$ cat src/rtl/multicycle_ctrl.sv
// Multi-cycle FETCH/DECODE/EXEC/MEM/WB sequencer for the fetch/decode datapath.
// Generates PC/IR/RF/ALU/data-memory controls from the latched instruction word.
module multicycle_ctrl #(
  parameter int unsigned MEM_TIMEOUT = 15
) (
  input  logic        clk,
  input  logic        rst,
  input  logic        run,
  input  logic [31:0] instr,
  input  logic        alu_zero,
  input  logic        mem_ack,
  output logic        pc_we,
  output logic        pc_sel,
  output logic        ir_we,
  output logic        rf_we,
  output logic [3:0]  alu_op,
  output logic        alu_src_imm,
  output logic        mem_req,
  output logic        mem_we,
  output logic        wb_sel,
  output logic [2:0]  state,
  output logic        trap,
  output logic [1:0]  trap_cause,
  output logic        retired,
  output logic [15:0] instr_count
);

  typedef enum logic [2:0] {
    S_FETCH  = 3'd0,
    S_DECODE = 3'd1,
    S_EXEC   = 3'd2,
    S_MEM    = 3'd3,
    S_WB     = 3'd4,
    S_TRAP   = 3'd7
  } state_e;

  localparam logic [3:0] ALU_ADD = 4'd0, ALU_SUB = 4'd1, ALU_SLL = 4'd2, ALU_SRL = 4'd3,
                         ALU_AND = 4'd4, ALU_OR  = 4'd5, ALU_XOR = 4'd6, ALU_SLT = 4'd7;
  localparam logic [8:0] TMO_LIM = 9'(MEM_TIMEOUT);

  state_e      state_q, state_d;
  logic [7:0]  tmo_q, tmo_d;
  logic [1:0]  cause_q, cause_d;
  logic [15:0] cnt_q;

  logic [6:0] opcode;
  logic [2:0] f3;
  logic [6:0] f7;
  logic       f3_ok, is_opimm, is_op, is_load, is_store, is_branch, is_nop, is_legal;
  logic [3:0] alu_fn;

  assign opcode    = instr[6:0];
  assign f3        = instr[14:12];
  assign f7        = instr[31:25];
  assign f3_ok     = (f3 != 3'b011) && ((f3 != 3'b101) || (f7 == 7'd0));
  assign is_opimm  = (opcode == 7'b0010011) && f3_ok;
  assign is_op     = (opcode == 7'b0110011) && f3_ok;
  assign is_load   = (opcode == 7'b0000011) && (f3 == 3'b010);
  assign is_store  = (opcode == 7'b0100011) && (f3 == 3'b010);
  assign is_branch = (opcode == 7'b1100011) && (f3[2:1] == 2'b00);
  assign is_nop    = (instr == 32'd0);
  assign is_legal  = is_opimm || is_op || is_load || is_store || is_branch;

  // funct7[5] only means SUB for register-register ADD; OP-IMM 000 is always ADD.
  always_comb begin
    alu_fn = ALU_ADD;
    case (f3)
      3'b000:  alu_fn = (is_op && f7[5]) ? ALU_SUB : ALU_ADD;
      3'b001:  alu_fn = ALU_SLL;
      3'b010:  alu_fn = ALU_SLT;
      3'b100:  alu_fn = ALU_XOR;
      3'b101:  alu_fn = ALU_SRL;
      3'b110:  alu_fn = ALU_OR;
      3'b111:  alu_fn = ALU_AND;
      default: alu_fn = ALU_ADD;
    endcase
  end

  // Memory handshake: mem_req is held for every MEM cycle; the cycle in which
  // mem_ack is high completes the access, and mem_req drops on the next cycle.
  always_comb begin
    state_d     = state_q;
    tmo_d       = 8'd0;
    cause_d     = cause_q;
    pc_we       = 1'b0;
    pc_sel      = 1'b0;
    ir_we       = 1'b0;
    rf_we       = 1'b0;
    alu_op      = ALU_ADD;
    alu_src_imm = 1'b0;
    mem_req     = 1'b0;
    mem_we      = 1'b0;
    wb_sel      = 1'b0;
    retired     = 1'b0;
    case (state_q)
      S_FETCH: begin
        ir_we = run & rst;
        if (run) state_d = S_DECODE;
      end
      S_DECODE: begin
        if (is_nop) begin
          pc_we   = 1'b1;
          retired = 1'b1;
          state_d = S_FETCH;
        end else if (is_legal) begin
          state_d = S_EXEC;
        end else begin
          cause_d = 2'b01;
          state_d = S_TRAP;
        end
      end
      S_EXEC: begin
        if (is_opimm || is_op) begin
          alu_op      = alu_fn;
          alu_src_imm = is_opimm;
          state_d     = S_WB;
        end else if (is_load || is_store) begin
          alu_src_imm = 1'b1;
          state_d     = S_MEM;
        end else if (is_branch) begin
          alu_op  = ALU_SUB;
          pc_we   = 1'b1;
          retired = 1'b1;
          pc_sel  = f3[0] ? ~alu_zero : alu_zero;
          state_d = S_FETCH;
        end else begin
          cause_d = 2'b01;
          state_d = S_TRAP;
        end
      end
      S_MEM: begin
        mem_req     = 1'b1;
        mem_we      = is_store;
        alu_src_imm = 1'b1;
        if (mem_ack) begin
          if (is_store) begin
            pc_we   = 1'b1;
            retired = 1'b1;
            state_d = S_FETCH;
          end else begin
            state_d = S_WB;
          end
        end else if (({1'b0, tmo_q} + 9'd1) >= TMO_LIM) begin
          cause_d = 2'b10;
          state_d = S_TRAP;
        end else begin
          tmo_d = tmo_q + 8'd1;
        end
      end
      S_WB: begin
        rf_we   = 1'b1;
        wb_sel  = is_load;
        pc_we   = 1'b1;
        retired = 1'b1;
        state_d = S_FETCH;
      end
      S_TRAP:  state_d = S_TRAP;
      default: state_d = S_FETCH;
    endcase
  end

  always_ff @(posedge clk or negedge rst) begin
    if (!rst) begin
      state_q <= S_FETCH;
      tmo_q   <= 8'd0;
      cause_q <= 2'b00;
      cnt_q   <= 16'd0;
    end else begin
      state_q <= state_d;
      tmo_q   <= tmo_d;
      cause_q <= cause_d;
      if (retired) cnt_q <= cnt_q + 16'd1;
    end
  end

  assign state       = state_q;
  assign trap        = (state_q == S_TRAP);
  assign trap_cause  = cause_q;
  assign instr_count = cnt_q;

endmodule

$ cat config.mk
export PLATFORM = sky130hd
export DESIGN_NAME = multicycle_ctrl
export DESIGN_NICKNAME = d
export VERILOG_FILES = /design/src/rtl/multicycle_ctrl.sv
export SDC_FILE = /design/constraint.sdc
export NUM_CORES = 1
export LEC_CHECK = 0
export BUFFER_PORTS_ARGS = -buffer_cell sky130_fd_sc_hd__clkbuf_2
export CAP_MARGIN = 15
export CORE_ASPECT_RATIO = 0.9
export CORE_MARGIN = 2
export CORE_UTILIZATION = 52
export CTS_BUF_LIST = sky130_fd_sc_hd__clkbuf_16
export DETAILED_ROUTE_END_ITERATION = 16
export PLACE_DENSITY_LB_ADDON = 0.25
export SYNTH_ARGS = -nofsm -noshare
export SYNTH_HDL_FRONTEND = slang
export SYNTH_SLANG_ARGS = --single-unit
$ cat constraint.sdc
create_clock -name clk -period 3.2 [get_ports clk]
set_input_delay 0.48 -clock clk [delete_from_list [all_inputs] [get_ports clk]]
set_output_delay 0.48 -clock clk [all_outputs]
set_load 0.005 [all_outputs]
### After elaboration in Yosys (flattened, before gate mapping)

Index checks and enable logic that the tools add are counted.

| storage, ports and cells | value |
|---|---|
| flip-flop bits (word level) | 29 |
| latch bits | 0 |
| bits in writable memories | 0 |
| memory bits (read-only) | 0 |
| bits of input ports | 37 |
| memories | 0 |

| operators by class | value |
|---|---|
| $add $sub $neg | 3 |
| multiply operators | 0 |
| div/mod/pow operators | 0 |
| magnitude comparators | 1 |
| eq/ne operators | 27 |
| shift-type cells | 0 |
| multiplexer cells | 47 |
| bitwise gates (word level) | 2 |
| reductions and logical operators | 21 |

Operators by type and width:

| kind | count |
|---|---|
| $logic_not 32->1 | 1 |
| $mux 3 | 9 |
| $mux 8 | 3 |
| $mux 1 | 21 |
| $pmux 3 s7 | 1 |
| $eq 3x3->1 const B | 6 |
| $add 16x1->16 const B | 1 |
| $ne 2x2->1 const B | 8 |
| $pmux 3 s5 | 1 |
| $eq 7x6->1 const B | 2 |
| $mux 2 | 7 |
| $add 8x1->9 const B | 1 |
| $eq 3x2->1 const B | 3 |
| $ge 9x4->1 const B | 1 |
| $add 8x1->8 const B | 1 |
| $mux 4 | 2 |
| $reduce_and 8->1 | 1 |
| $eq 7x2->1 const B | 1 |
| $eq 7x5->1 const B | 1 |
| $eq 7x7->1 const B | 1 |
| $logic_and 1x1->1 | 7 |
| $logic_not 7->1 | 1 |
| $eq 3x1->1 const B | 2 |
| $logic_not 3->1 | 2 |
| other kinds (11) | 17 |

### Logic depth before layout (Yosys ltp)

| depth | value |
|---|---|
| depth in word-level cells | 11 |
| mapped depth | 8 |
| depth with buffers taken out | 8 |

### Worst setup path after synthesis

No wires, ideal clock.

| timing | value |
|---|---|
| path kind | in2out |
| from | input port instr[12] |
| to | output port retired |
| arrival | 1.669 ns |
| path slack | 1.051 ns |
| cell stages on the path | 7 |
| buffers on the path | 2 |
| cells stage by stage | buf_6 > nor4_4 > nand3_2 > nor3_4 > a311oi_4 > inv_1 > buf_4 |

| on the way | value |
|---|---|
| cells in the longest elaborated chain, start to end | 7 |
| elaborated cells between the ends (all ways) | 18 |
| those cells by class | 3 x eq/ne; 6 x mux; 9 x reduce/logical |

Ends and longest elaborated chain:

| what | line | source |
|---|---|---|
| start: declaration | 9 | `input logic [31:0] instr,` |
| $ne 3x3->1 | 55 | `assign f3_ok = (f3 != 3'b011) && ((f3 != 3'b101) \|\| (f7 == 7'd0));` |
| $logic_or 1x1->1 | 55 |  |
| $logic_and 1x1->1 | 55 |  |
| $logic_and 1x1->1, on equally long branches | 56, 57 |  |
| $logic_or 1x1->1 | 113 | `if (is_opimm \|\| is_op) begin` |
| $mux 1 | - |  |
| $pmux 1 s4 (*) | - |  |
| end: declaration | 24 | `output logic retired,` |

Mark *: on every way between the ends. The rest lies on a longest branch, timed or not.

### Worst setup path after layout

| timing | value |
|---|---|
| from | register state_q[0] (netlist: state[0]) |
| to | output port retired |

| on the way | value |
|---|---|
| cells in the longest elaborated chain, start to end | 2 |
| elaborated cells between the ends (all ways) | 5 |
| those cells by class | 4 x eq/ne; 1 x mux |

Ends and longest elaborated chain:

| what | line | source |
|---|---|---|
| start: declaration | 41 | `state_e state_q, state_d;` |
| start signal: assignment | 169 | `state_q <= state_d;` |
| $eq 3x3->1, or another cell as far along | 95 | `case (state_q)` |
| $pmux 1 s4 (*) | 95 |  |

Marked as above.

==> impl_results.md <==
* Outcome: finished, final reports clean
* Source of the worst register-to-register timing path: tmo_q[0]$_DFF_PN0_
* GR Util met2 at 40.7%
* Synth Register Bits at 29
* Cell breakdown of the critical path: nand2_1 -> or3_1 -> o22ai_1 -> a311oi_4 -> inv_1 -> clkbuf_2
* RSZ-0062 raised after global routing: no
* Max capacitance violation total at 0
* Count of unique library cells instantiated by Yosys at 50
* Worst reg2reg path depth at 7
* Share of synthesized registers carrying an async set or reset at 100%
* Fmax at 0.390 GHz
* Ratio of cells with drive above 1 in the final layout at 36.0%
* DRC violations left at 0
* Count of port buffers added during placement at 70
* Met1 Resource Use GR at 33.3%
* Core Region at 3350 um^2
* Power density over cell area at 641 nW/um^2
* Area Growth Syn to Fin at 30.0%
* Area enclosed by the die boundary at 3970 um^2
* Worst Skew at 0.00130 ns
* Initial core utilization at 54.0%
* Register area share after synthesis at 40.1%
* Number of enable-type register cells in the synthesized netlist at 0
* Number of warnings reported in the yosys synthesis log at 0
* Worst setup EP type: output port
* Clock Sinks at 29
* Post-Route Setup TNS at 0 ns
* Final hold violations at 0
* Count of final max-slew check failures at 0
* GPL Wtd Cong at 0.879
* Post-synthesis instance total at 187
* Antenna Cells at 0
* Floorplan die width at 66.2 um
* Global routing's busiest layer: met2
* Critical path fanouts, max at 14
* Maximum vdd drop at 349 uV
* Buffers inserted by post-CTS timing repair at 0
* Routed length per instance at 14.1 um
* Setup violation total in the final timing report at 0
* Fraction of the cycle the final worst path needs at 80.2%
* Data arrival time of the worst path at 2.09 ns
* Drt initial violations at 88
* Most common flop cell mapped by yosys: dfrtp_1
* Via-per-instance ratio at 5.38
* CTS Buf Count at 5
* Resize count post-CTS at 0
* Routing usage on met3 at 4.52%
* GRT Total Usage at 24.8%
* TritonCTS clock tree: yes
* Initial antenna violation count at 0
* Pre-Repair DR Iteration Count at 4
* Worst-Skew Late Latency at 0.27 ns
* Antenna violation net count after detailed routing at 0
* Wire length of the first global-routing pass at 7440 um
* Largest stage delay on the critical path at 0.60 ns
* Root buffer cell: clkbuf_16
* Routed WL at 4360 um
* Final-layout fill cell count at 274
* Synth Cell Area at 1810 um^2
* HPWL Detailed at 3170 um
* Final worst hold slack at 0.215 ns
* Post-layout minimum cycle time at 2.57 ns
* Mean instance size in the synthesized netlist at 9.69 um^2
* Die Y at 60.0 um
* Number of H-tree branching levels at 2
* Number of placed I/O pins at 72
* Clock buffer depth at 2
* Placement row count at 20
* Largest net degree at the start of global routing at 31
* Master of the slowest instance on the critical path: dfrtp_1
* Number of global-route vias before repair at 1571
* Cts-stage hold buffer count at 0
* Critical path required time at 2.72 ns
* Classification of the worst-slack hold path: input port to asynchronous set/reset pin
* CP Class: register to output port
* Final net count at 303
* Internal reg-to-reg setup slack at 0.94 ns
* Startpoint kind of the worst setup timing path: register
* Via total after detailed routing at 1657
* Final global-route overflow total at 0
* R2r endpoint: trap_cause[1]$_DFFE_PN0P_
* Reg clk slew, reported paths at 0.05 ns
* Leakage at 0.00124 uW
==> layout by cell type, fill, tap and decap left out, types with 2 or more instances in the layout <==
cell type,n
xnor2_1,7
a21oi_1,4
and2_1,5
and3_1,10
nor4b_2,2
dfrtp_1,29
nor3_1,7
nand2b_1,3
nor3_2,4
clkbuf_16,5
xor2_1,12
mux2_2,2
nor3_4,2
nand3_1,7
and4bb_2,2
conb_1,5
inv_1,8
nor4_1,6
nand4_1,3
ha_1,3
nor2b_1,2
and4_1,2
buf_4,2
nor2_1,18
o21ai_0,5
nand2_1,15
clkbuf_2,70
==> critical path, delay by kind of cell, from the launching register on <==
family	cells	cell delay, ns
flops	1	0.60
buf+inv	2	0.39
simple gates	2	0.55
compound gates	2	0.27
==> registers in the layout, indices dropped and copies added, names as in the netlist <==
| register | count |
|---|---|
| trap_cause | 2 |
| instr_count | 16 |
| state | 3 |
| tmo_q | 8 |
==> Yosys cell counts (all sizes together), types with 6 or more instances <==
master | n | area, um^2
and2 | 6 | 37.5
xnor2 | 7 | 61.3
nand3 | 8 | 45.0
nand2 | 15 | 56.3
inv | 7 | 26.3
nor3 | 13 | 108
nor2 | 18 | 67.6
dfrtp | 29 | 726
xor2 | 12 | 105
and3 | 11 | 70.1
buf | 6 | 50.0
nor4 | 7 | 58.8
==> layout make-up <==
type,count,area (um^2),share of cell area (%)
clock buffers,5,125,5.31
clock inverters,3,37.5,1.59
inverters,7,26.3,1.12
multi-input cells,148,1020,43.3
flip-flops and latches,29,726,30.8
well taps,44,55.1,2.34
repair buffers,72,365,15.5
==> logic make-up (layout without fill, tap and decap cells) <==
family	after synthesis	after routing	share of synthesized area [%]
XOR/XNOR	19	19	9.19
multiplexers	3	3	1.80
AND/OR/NAND/NOR	97	97	33.4
other	1	5	0.207
AO/OA/AOI/OAI	20	20	8.36
flip-flops	29	29	40.1
adder cells (fa/ha/maj)	4	4	2.62
buffers and inverters	14	87	4.42
==> how the worst max path moves through the flow <==
stage                                     from       to  slack [ns]  cells past startpoint
after floorplan                      instr[12]  retired        1.05                      7
after global placement                instr[7]  retired        0.83                      7
after detailed placement             instr[13]  retired        0.82                      7
after CTS                 state[0]$_DFFE_PN0P_  retired        0.64                      6
after global routing      state[0]$_DFFE_PN0P_  retired        0.53                      6
final                     state[0]$_DFFE_PN0P_  retired        0.63                      6
==> per-stage QoR <==
step | worst slack (ns) | std cells | power, uW | area [um^2] | util [%]
6_report | 0.634 | 308 | 1510 | 2360 | 70.3
5_1_grt | 0.534 | 308 | 1590 | 2360 | 70.3
4_1_cts | 0.644 | 308 | 1520 | 2360 | 70.3
3_5_place_dp | 0.818 | 300 | 986 | 2190 | 65.4
3_3_place_gp | 0.830 | 300 | 977 | 2190 | 65.4
2_1_floorplan | 1.05 | 191 | 825 | 1830 | -
==> report_power, final <==
group | switching, uW | total [uW] | leakage [uW] | internal (uW)
Sequential | 102 | 531 | 0.000379 | 429
Clock | 151 | 511 | 0.0000826 | 360
Combinational | 257 | 469 | 0.000777 | 212
==> routing by layer <==
layer | vias to the layer above | part of all wire (%)
li1 | 813 | -
met1 | 788 | 45
met2 | 47 | 48
met3 | 9 | 4.8
met4 | 0 | 1.8
met5 | - | 0
No activity file was read; power rests on OpenSTA's default activity.
